--- src/rtl/stopwatch_controller_pkg.sv ---
// Shared definitions for the stopwatch controller: FSM state encoding and BCD digit helpers.
package stopwatch_controller_pkg;

    typedef enum logic [1:0] {
        ST_IDLE  = 2'd0,
        ST_RUN   = 2'd1,
        ST_PAUSE = 2'd2
    } state_t;

    localparam logic [3:0] BCD_MAX = 4'd9;

    // Next BCD value; anything at or above 9 folds back to 0 so no non-BCD code can persist.
    function automatic logic [3:0] bcd_inc(input logic [3:0] d);
        return (d >= BCD_MAX) ? 4'd0 : d + 4'd1;
    endfunction

endpackage

--- src/rtl/stopwatch_controller_bcd_digit_counter.sv ---
// One BCD digit of the stopwatch count chain; carry is combinational so a whole chain rolls over in one cycle.
module bcd_digit_counter
    import stopwatch_controller_pkg::*;
(
    input  logic       clk,
    input  logic       reset,
    input  logic       clr,
    input  logic       en,
    output logic [3:0] q,
    output logic       carry
);

    assign carry = en && (q == BCD_MAX);

    always_ff @(posedge clk) begin
        if (!reset) begin
            q <= 4'd0;
        end else if (clr) begin
            q <= 4'd0;
        end else if (en) begin
            q <= bcd_inc(q);
        end
    end

endmodule

--- src/rtl/stopwatch_controller.sv ---
// Stopwatch sequencer: button edge detection, IDLE/RUN/PAUSE FSM, tick prescaler, BCD digit chain,
// lap capture and sticky overflow.
module stopwatch_controller
    import stopwatch_controller_pkg::*;
#(
    parameter int NUM_DIGITS = 4,
    parameter int TICK_DIV   = 10
) (
    input  logic                    clk,
    input  logic                    reset,
    input  logic                    start_resume,
    input  logic                    stop,
    input  logic                    clear,
    input  logic                    lap,
    output logic [4*NUM_DIGITS-1:0] digits,
    output logic [4*NUM_DIGITS-1:0] lap_digits,
    output logic                    lap_valid,
    output logic                    running,
    output logic                    overflow
);

    localparam int            PW         = $clog2(TICK_DIV);
    localparam logic [PW-1:0] PRESC_LAST = PW'(TICK_DIV - 1);

    logic [3:0]            btn;
    logic [3:0]            btn_q;
    logic [3:0]            evt;
    logic                  evt_start;
    logic                  evt_stop;
    logic                  evt_clear;
    logic                  evt_lap;
    state_t                state;
    logic [PW-1:0]         presc;
    logic                  tick;
    logic                  clr_cnt;
    logic [NUM_DIGITS-1:0] en;
    logic [NUM_DIGITS-1:0] carry;

    assign btn       = {lap, clear, stop, start_resume};
    assign evt       = btn & ~btn_q;
    assign evt_start = evt[0];
    assign evt_stop  = evt[1];
    assign evt_clear = evt[2];
    assign evt_lap   = evt[3];

    assign tick    = (state == ST_RUN) && (presc == PRESC_LAST);
    // Clear is honoured only outside RUN, and it wins over a simultaneous start.
    assign clr_cnt = evt_clear && (state != ST_RUN);

    assign en[0] = tick;
    for (genvar i = 1; i < NUM_DIGITS; i++) begin : g_chain
        assign en[i] = carry[i-1];
    end

    for (genvar i = 0; i < NUM_DIGITS; i++) begin : g_digit
        bcd_digit_counter u_digit (
            .clk   (clk),
            .reset (reset),
            .clr   (clr_cnt),
            .en    (en[i]),
            .q     (digits[4*i +: 4]),
            .carry (carry[i])
        );
    end

    always_ff @(posedge clk) begin
        if (!reset) begin
            state      <= ST_IDLE;
            running    <= 1'b0;
            presc      <= '0;
            btn_q      <= '1;
            lap_digits <= '0;
            lap_valid  <= 1'b0;
            overflow   <= 1'b0;
        end else begin
            btn_q     <= btn;
            lap_valid <= 1'b0;
            if (tick && carry[NUM_DIGITS-1]) begin
                overflow <= 1'b1;
            end
            case (state)
                ST_IDLE: begin
                    presc <= '0;
                    if (evt_clear) begin
                        overflow <= 1'b0;
                    end else if (evt_start) begin
                        state   <= ST_RUN;
                        running <= 1'b1;
                    end
                end
                ST_RUN: begin
                    presc <= tick ? '0 : presc + 1'b1;
                    // Captured value is the count before this cycle's tick lands.
                    if (evt_lap) begin
                        lap_digits <= digits;
                        lap_valid  <= 1'b1;
                    end
                    if (evt_stop) begin
                        state   <= ST_PAUSE;
                        running <= 1'b0;
                    end
                end
                ST_PAUSE: begin
                    if (evt_clear) begin
                        state    <= ST_IDLE;
                        running  <= 1'b0;
                        presc    <= '0;
                        overflow <= 1'b0;
                    end else if (evt_start) begin
                        state   <= ST_RUN;
                        running <= 1'b1;
                    end
                end
                default: begin
                    state   <= ST_IDLE;
                    running <= 1'b0;
                    presc   <= '0;
                end
            endcase
        end
    end

endmodule

--- config.mk ---
export PLATFORM = sky130hd
export DESIGN_NAME = stopwatch_controller
export DESIGN_NICKNAME = d
export VERILOG_FILES = /design/src/rtl/stopwatch_controller_pkg.sv /design/src/rtl/stopwatch_controller_bcd_digit_counter.sv /design/src/rtl/stopwatch_controller.sv
export SDC_FILE = /design/constraint.sdc
export NUM_CORES = 1
export LEC_CHECK = 0
export CORE_MARGIN = 2
export CORE_UTILIZATION = 40
export DETAILED_ROUTE_END_ITERATION = 8
export HOLD_SLACK_MARGIN = 0.06
export PLACE_DENSITY_LB_ADDON = 0.12
export SYNTH_ARGS = -nofsm -noshare
export SYNTH_HDL_FRONTEND = slang
export SYNTH_SLANG_ARGS = --single-unit
--- constraint.sdc ---
create_clock -name clk -period 2.75 [get_ports clk]
set_clock_uncertainty 0.15 [all_clocks]
set_input_delay 0.825 -clock clk [delete_from_list [all_inputs] [get_ports clk]]
set_output_delay 0.825 -clock clk [all_outputs]
set_load 0.02 [all_outputs]
==> metrics, run 1 <==
status complete, no violations; number of synthesized register bits 45; crit start category flip-flop; Final period util 0.885; root buffer cell clkbuf_8; worst-margin pin slew between 0.5 and 0.6 ns; Synth Area per Inst just under 9 um2; fin. max-slew vios 0; Num Clock Sinks 45; total negative slack 0 ns; final hold violations 0; Congestion Overflow GR 0; leak pwr roughly 0.001 uW; crit-path max FO 7; io pins 41; RSZ-0062 raised after global routing false; TritonCTS clock tree done; fin util 0.536; Die X approximately 76 um; DR vias ~1700; Cell Area, Synth around 0.0021 mm2; die area around 0.0058 mm2; Initial DRT Pass Iterations 4; async set-reset flop share out of synthesis 0; setup bufs post-CTS 0; Setup-failing EPs final 0; EDFF count, synth 0; Total Wirelength ~4400 um; P&R area growth vs syn 30.4%; PortBufs 40; Setup Crit Path Kind reg2out; power per cell area approximately 450 mW/mm2; worst min path class reg2reg; # rows 26; slew margin rel. 0.612; CP max stage delay roughly 0.66 ns; Filler Cells Inserted ~500; Reg power frac 0.536; H-tree levels 2; Worst-Skew Late Latency around 0.30 ns; Crit path max-delay family buffers and inverters; Post-Syn Instances 233; Max clock buf depth 2; Max Clk Rate around 0.41 GHz; post-detail-place hpwl roughly 3200 um; fin nets 300; Max-Cap Viols 0; via density per instance about 4.9; synth warn 0; CP max-delay cell clkdlybuf4s50_1; pin count of the biggest net entering global routing 30; TritonCTS Buffers 5; Max IR drop VDD between 0.3 and 0.4 mV; first-pass GRT wire length about 7800 um; wire per inst 12.6 um; hold buffer count at CTS 0; clock share of power 0.424; post-synth cell types 43; routability cong. about 0.75; CP Buf/Inv Count 1; total power 1230 uW; Clock Pin Slew Worst Setup and Hold Paths ~0.080 ns; switching share of power 0.208; core area a little over 0.005 mm2; sequential area share after synthesis 0.432; Post-route DRC 0; Iteration-0 DRC Markers 68; vias in the first global route between 1500 and 2000; Fin Hold WS 0.312 ns; Final ANT Viol Nets 0; Mapped Nets approximately 250; Comb power frac 0.039; initial antenna violation count 0; Reg area approximately 900 um2; layout cell share with drive strength beyond 1 0.0854; initial core utilization 0.411; # diodes 0; Die Ht between 70 and 80 um; Primary FF master, synth dfxtp_1; CP required ~1.8 ns; CP cell instances clkdlybuf4s50_1; total track usage 0.166; worst path arrival time 1.46 ns; switching pwr 256 uW; multi-input logic area approximately 0.0011 mm2; internal power roughly 1000 uW; Period minus WS final roughly 2.4 ns; Critical Path Sink Type output port; cts repair resizes 0
[layer usage]
metal,wire length [um],vias to the layer above,track usage
met2,2020,23,0.265
met4,69,0,0.0655
met1,2200,817,0.218
li1,-,886,-
met3,123,7,0.0367
met5,0,-,0
[logic make-up (layout without fill, tap and decap cells)]
family / count (synthesis) / after routing / share of synthesized area
AO/OA/AOI/OAI: 44 / 44 / 0.151
adder cells (fa/ha/maj): 14 / 14 / 0.0840
buffers and inverters: 21 / 69 / 0.0384
AND/OR/NAND/NOR: 100 / 100 / 0.256
XOR/XNOR: 6 / 6 / 0.0252
flip-flops: 45 / 45 / 0.432
multiplexers: 3 / 3 / 0.0144
[cells in the mapped netlist (2+ instances only)]
cell type | n | area share
nor3_1 | 2 | 0.0048
inv_1 | 14 | 0.025
nor4_1 | 3 | 0.0090
mux2i_1 | 3 | 0.014
a21oi_1 | 7 | 0.017
and3b_1 | 2 | 0.0084
nand2_1 | 43 | 0.077
o21ai_0 | 3 | 0.0072
a21boi_0 | 18 | 0.065
nand3b_1 | 6 | 0.022
nand3_1 | 3 | 0.0072
a41oi_1 | 3 | 0.013
ha_1 | 14 | 0.084
xnor2_1 | 5 | 0.021
nand3b_4 | 2 | 0.019
clkbuf_1 | 6 | 0.011
nor2_1 | 19 | 0.034
and2_1 | 4 | 0.012
a31o_2 | 3 | 0.013
nand2b_1 | 5 | 0.015
nor2b_1 | 2 | 0.0060
dfxtp_1 | 45 | 0.43
[registers in the layout, summed over array words and instances (netlist names)]
register and cells:
lap_digits 16, btn_q 4, presc 4, lap_valid 1, g_digit.u_digit.q 16, state 2, overflow 1, running 1
[cells in the final DEF (no fill, tap or decap), types with 2 or more instances in the layout]
cell type and instances:
a21boi_0 18, a21oi_1 7, a31o_2 3, a41oi_1 3
and2_1 4, and3b_1 2, buf_4 7, clkbuf_8 6
clkdlybuf4s50_1 40, dfxtp_1 45, ha_1 14, inv_1 14
mux2i_1 3, nand2_1 43, nand2b_1 5, nand3_1 3
nand3b_1 6, nand3b_4 2, nor2_1 19, nor2b_1 2
nor3_1 2, nor4_1 3, o21ai_0 3, xnor2_1 5
[power groups by stage]
stage	registers (uW)	logic (uW)	clock network (uW)
finish	660	48.5	522
CTS	660	49.1	540
global placement	675	48.6	0
global route	661	54.2	564
detailed placement	675	48.9	0
floorplan	675	29.7	0
[cell type report]
| cell class | count | share of cell area |
|---|---|---|
| Clock buffer | 6 | 0.0304 |
| Clock inverter | 2 | 0.0138 |
| Inverter | 14 | 0.0193 |
| Multi-Input combinational cell | 167 | 0.406 |
| Sequential cell | 45 | 0.331 |
| Tap cell | 70 | 0.0322 |
| Timing Repair Buffer | 47 | 0.167 |
[tightest hold or removal path, cell delays in order (launching register included)]
cell      delay (ns)
dfxtp_1         0.31
nand2_1         0.04
a21boi_0        0.06
[path summary, 6_finish.rpt]
check	start	end	slack [ns]	cells after the start
worst max-delay path	g_digit[2].u_digit.q[0]$_SDFFE_PP0N_	digits[8]	0.32	1
worst min-delay path	lap_digits[15]$_SDFFE_PN0P_	lap_digits[15]$_SDFFE_PN0P_	0.31	2
worst max register to register	g_digit[0].u_digit.q[1]$_SDFFE_PP0P_	g_digit[3].u_digit.q[2]$_SDFFE_PP0N_	0.48	6
worst min register to register	lap_digits[15]$_SDFFE_PN0P_	lap_digits[15]$_SDFFE_PN0P_	0.31	2
[metrics by stage]
stage	area (um2)	worst slack [ns]	std cells
2_1_floorplan	2090	0.464	233
3_3_place_gp	2600	0.340	343
3_5_place_dp	2600	0.332	343
4_1_cts	2720	0.294	351
5_1_grt	2720	0.265	351
6_report	2720	0.317	351
No activity file was read; power rests on OpenSTA's default activity.
==> run 2: changes to the inputs <==
- CAP_MARGIN: default -> 20
- PLACE_DENSITY: default -> 0.67
- PLACE_DENSITY_LB_ADDON: 0.12 -> default
- clock period: 2.75 -> 2.5 ns (I/O delays scaled with it)
==> metrics, run 2 (same netlist as run 1, synthesis figures left out) <==
status complete, no violations; reg2reg end g_digit[3].u_digit.q[2]$_SDFFE_PP0N_; Clock Pin Slew Worst Setup and Hold Paths 0.08 ns; min-delay src lap_digits[3]$_SDFFE_PN0P_; Max IR drop VDD 0.301 mV; core area ~0.0051 mm2; routability cong. slightly below 0.8; FF-to-FF path depth 6; worst path arrival time approximately 1.4 ns; initial antenna violation count 0; worst reg-to-reg setup slack between 0.2 and 0.3 ns; DR vias around 1700; Setup WS post-layout 0.186 ns; layout cell share with drive strength beyond 1 0.0982; io pins between 40 and 50; r2r startpoint g_digit[0].u_digit.q[1]$_SDFFE_PP0P_; Period minus WS final around 2.3 ns; root buffer cell clkbuf_8; fin util 0.540; hold buffer count at CTS 0; RSZ-0062 raised after global routing false; total negative slack 0 ns; setup bufs post-CTS 0; Crit path max-delay family buffers and inverters; worst min path class reg2reg; worst-margin pin slew around 0.57 ns; # diodes 0; power per cell area 478 mW/mm2; Initial DRT Pass Iterations 5; Congestion Overflow GR 0; CP required between 1.5 and 2 ns; Post-route DRC 0; pin count of the biggest net entering global routing 17; cts repair resizes 0; post-detail-place hpwl ~3200 um; Place WS approximately 0.3 ns; CP Buf/Inv Count 1; Final ANT Viol Nets 0; Setup Crit Path Kind reg2out; crit start category flip-flop; total power ~1300 uW; P&R area growth vs syn 31.4%; Worst-Skew Late Latency about 0.29 ns; Die X roughly 76 um; crit-path max FO 8; Max-Cap Viols 0; Hold EP lap_digits[3]$_SDFFE_PN0P_; Iteration-0 DRC Markers a little under 90; vias in the first global route between 1500 and 2000; Max Clk Rate about 0.43 GHz; TritonCTS Buffers 5; Top Registers g_digit.u_digit.q x16, lap_digits x16; most frequent cells in the layout dfxtp_1, nand2_1, clkdlybuf4s50_1; switching share of power 0.205; total track usage 0.150; Num Clock Sinks between 40 and 50; fin. max-slew vios 0; fin nets between 300 and 400; Setup-failing EPs final 0; hold depth 2; wire per inst 11.7 um; TritonCTS clock tree done; Max clock buf depth 2; clock share of power 0.402; Total Wirelength roughly 4200 um; switching pwr 269 uW; # rows 26; internal power approximately 1000 uW; leak pwr 0.00104 uW; die area a little under 0.006 mm2; via density per instance 4.85; initial core utilization 0.411; Final period util 0.926; PortBufs 40; most common cell after layout, fill and taps aside dfxtp_1; slew margin rel. 0.616; final hold violations 0; Comb power frac 0.043; Reg power frac 0.555; Finished Cell Area roughly 0.0027 mm2; CP cell instances clkdlybuf4s50_1; first-pass GRT wire length ~7000 um; Levels on crit path 1; H-tree levels 2; placed inst area 0.00264 mm2; CP max-delay cell clkdlybuf4s50_1; Die Ht between 70 and 80 um; CP max stage delay approximately 0.66 ns; Critical Path Sink Type output port
[run 2: worst min-delay path: cells and delay by family (launching register included)]
kind,cells,cell delay (ns)
AOI/OAI and AO/OA,1,0.06
DFF,1,0.31
and+or+nand+nor,1,0.04
[run 2: through the flow]
stage          hold WS [ns]  std cells
2_1_floorplan         0.307        233
3_3_place_gp          0.298        348
3_5_place_dp          0.305        348
4_1_cts               0.317        355
5_1_grt               0.337        355
6_report              0.311        355
[run 2: power by group through the flow]
stage          logic (uW)  clock network (uW)  registers (uW)
2_1_floorplan        32.7                   0             742
3_3_place_gp         56.1                   0             743
3_5_place_dp         56.5                   0             743
4_1_cts              56.8                 543             726
5_1_grt              61.9                 580             727
6_report             56.4                 527             726
[run 2: worst max-delay path by stage]
| stage | from | to |
|---|---|---|
| detailed placement | g_digit[0].u_digit.q[1]$_SDFFE_PP0P_ | g_digit[3].u_digit.q[2]$_SDFFE_PP0N_ |
| floorplan | g_digit[0].u_digit.q[0]$_SDFFE_PP0P_ | g_digit[3].u_digit.q[2]$_SDFFE_PP0N_ |
| global placement | g_digit[0].u_digit.q[1]$_SDFFE_PP0P_ | g_digit[3].u_digit.q[2]$_SDFFE_PP0N_ |
| CTS | g_digit[3].u_digit.q[0]$_SDFFE_PP0N_ | digits[12] |
| finish | g_digit[3].u_digit.q[0]$_SDFFE_PP0N_ | digits[12] |
| global route | g_digit[3].u_digit.q[0]$_SDFFE_PP0N_ | digits[12] |
[run 2: area by class of cell]
type	count	area (um2)
Clock inverter	2	35.0
Tap cell	70	87.6
Inverter	14	52.6
Fill cell	497	2330
Sequential cell	45	901
Clock buffer	5	68.8
Multi-Input combinational cell	167	1100
Timing Repair Buffer	52	490
[run 2: layer usage]
layer	global-route usage	part of all wire	up-vias
li1	-	-	896
met1	0.203	0.50	786
met2	0.243	0.46	34
met3	0.0344	0.033	4
met4	0.0382	0.010	0
met5	0	0	-
==> run 3: changes to the inputs <==
- CELL_PAD_IN_SITES_DETAIL_PLACEMENT: default -> 0
- CELL_PAD_IN_SITES_GLOBAL_PLACEMENT: default -> 1
- CORE_ASPECT_RATIO: default -> 0.9
- CORE_UTILIZATION: 40 -> 38
- PLACE_DENSITY: 0.67 -> 0.81
==> metrics, run 3 (same netlist as run 1, synthesis figures left out) <==
status complete, no violations; vias in the first global route about 1700; final hold violations 0; worst reg-to-reg setup slack roughly 0.28 ns; Max IR drop VDD approximately 0.26 mV; RSZ-0062 raised after global routing false; Clock Pin Slew Worst Setup and Hold Paths about 0.090 ns; worst min path class reg2reg; Post-route DRC 0; CP max-delay cell clkdlybuf4s50_1; worst-margin pin slew about 0.60 ns; P&R area growth vs syn 31.4%; FF-to-FF path depth 6; Max Clk Rate around 0.43 GHz; PortBufs 40; via density per instance a little under 5; power per cell area 492 mW/mm2; CP max stage delay about 0.65 ns; crit-path max FO 8; total power between 1000 and 1500 uW; die area roughly 0.006 mm2; Crit path max-delay family buffers and inverters; Max clock buf depth 2; TritonCTS Buffers 5; layout cell share with drive strength beyond 1 0.0947; CP Buf/Inv Count 1; Critical Path Sink Type output port; Final period util 0.928; H-tree levels 2; Place WS ~0.29 ns; leak pwr 0.00104 uW; CP cell instances clkdlybuf4s50_1; Worst Setup EP digits[12]; reg2reg end g_digit[3].u_digit.q[2]$_SDFFE_PP0N_; Die X roughly 82 um; setup bufs post-CTS 0; Iteration-0 DRC Markers between 50 and 60; Initial DRT Pass Iterations 4; r2r startpoint g_digit[0].u_digit.q[1]$_SDFFE_PP0P_; worst path arrival time 1.42 ns; Die Ht 74.3 um; first-pass GRT wire length ~7600 um; Top Registers g_digit.u_digit.q x16, lap_digits x16; crit start category flip-flop; total negative slack 0 ns; Total Wirelength approximately 4500 um; root buffer cell clkbuf_8; most common cell after layout, fill and taps aside dfxtp_1; slew margin rel. 0.599; Setup WS post-layout 0.181 ns; CP startpoint g_digit[3].u_digit.q[0]$_SDFFE_PP0N_; Max-Cap Viols 0; routability cong. 0.805; initial antenna violation count 0; pin count of the biggest net entering global routing 17; DR vias between 1500 and 2000; CP required around 1.6 ns; Final ANT Viol Nets 0; fin util 0.519; # rows 25; Period minus WS final approximately 2.3 ns; post-detail-place hpwl approximately 3300 um; fin. max-slew vios 0; Congestion Overflow GR 0; io pins 41; total track usage 0.161; hold buffer count at CTS 0; Num Clock Sinks 45; # diodes 0; core area 0.00529 mm2; most frequent cells in the layout dfxtp_1, nand2_1, clkdlybuf4s50_1; fin nets a little over 300; cts repair resizes 0; Levels on crit path 1; TritonCTS clock tree done; Worst-Skew Late Latency around 0.30 ns; Setup-failing EPs final 0; Setup Crit Path Kind reg2out; initial core utilization 0.395; wire per inst 12.7 um; Fin Hold WS roughly 0.31 ns
run 3: changes by cell type in the layout (fill, tap and decap cells not counted):
cell,before,now
clkbuf_8,5,6
buf_4,12,11
clkbuf_1,0,1
clkinv_2,1,0
run 3: worst min path at each step:
stage	from	to	slack (ns)	cells past startpoint
floorplan	presc[3]$_SDFFE_PN0P_	presc[3]$_SDFFE_PN0P_	0.31	1
global placement	lap_digits[12]$_SDFFE_PN0P_	lap_digits[12]$_SDFFE_PN0P_	0.30	2
detailed placement	lap_digits[13]$_SDFFE_PN0P_	lap_digits[13]$_SDFFE_PN0P_	0.31	2
CTS	lap_digits[7]$_SDFFE_PN0P_	lap_digits[7]$_SDFFE_PN0P_	0.32	2
global route	lap_digits[3]$_SDFFE_PN0P_	lap_digits[3]$_SDFFE_PN0P_	0.34	2
finish	lap_digits[7]$_SDFFE_PN0P_	lap_digits[7]$_SDFFE_PN0P_	0.31	2
run 3: final cells by class:
type	count	area [um2]
Clock buffer	7	86.3
Clock inverter	1	30.0
Fill cell	533	2540
Inverter	14	52.6
Multi-Input combinational cell	167	1100
Sequential cell	45	901
Tap cell	67	83.8
Timing Repair Buffer	51	483
run 3: power by group:
group	internal (uW)	switching [uW]	leakage, uW
combinational	27.1	29.0	0.000616
clock	326	240	0.0000585
sequential	722	4.32	0.000364
total	1070	273	0.00104
run 3: metrics by stage:
step / cell area [um2] / instances
2_1_floorplan: 2090 / 233
3_3_place_gp: 2630 / 344
3_5_place_dp: 2630 / 344
4_1_cts: 2740 / 352
5_1_grt: 2740 / 352
6_report: 2740 / 352
run 3: layer usage:
layer  up-vias  GRT usage  part of all wire  routed length [um]
met5         -          0                 0                   0
li1        891          -                 -                   -
met4         0     0.0500             0.011                  50
met2        36      0.256              0.44                1980
met1       814      0.219              0.50                2230
met3         7     0.0352             0.044                 195
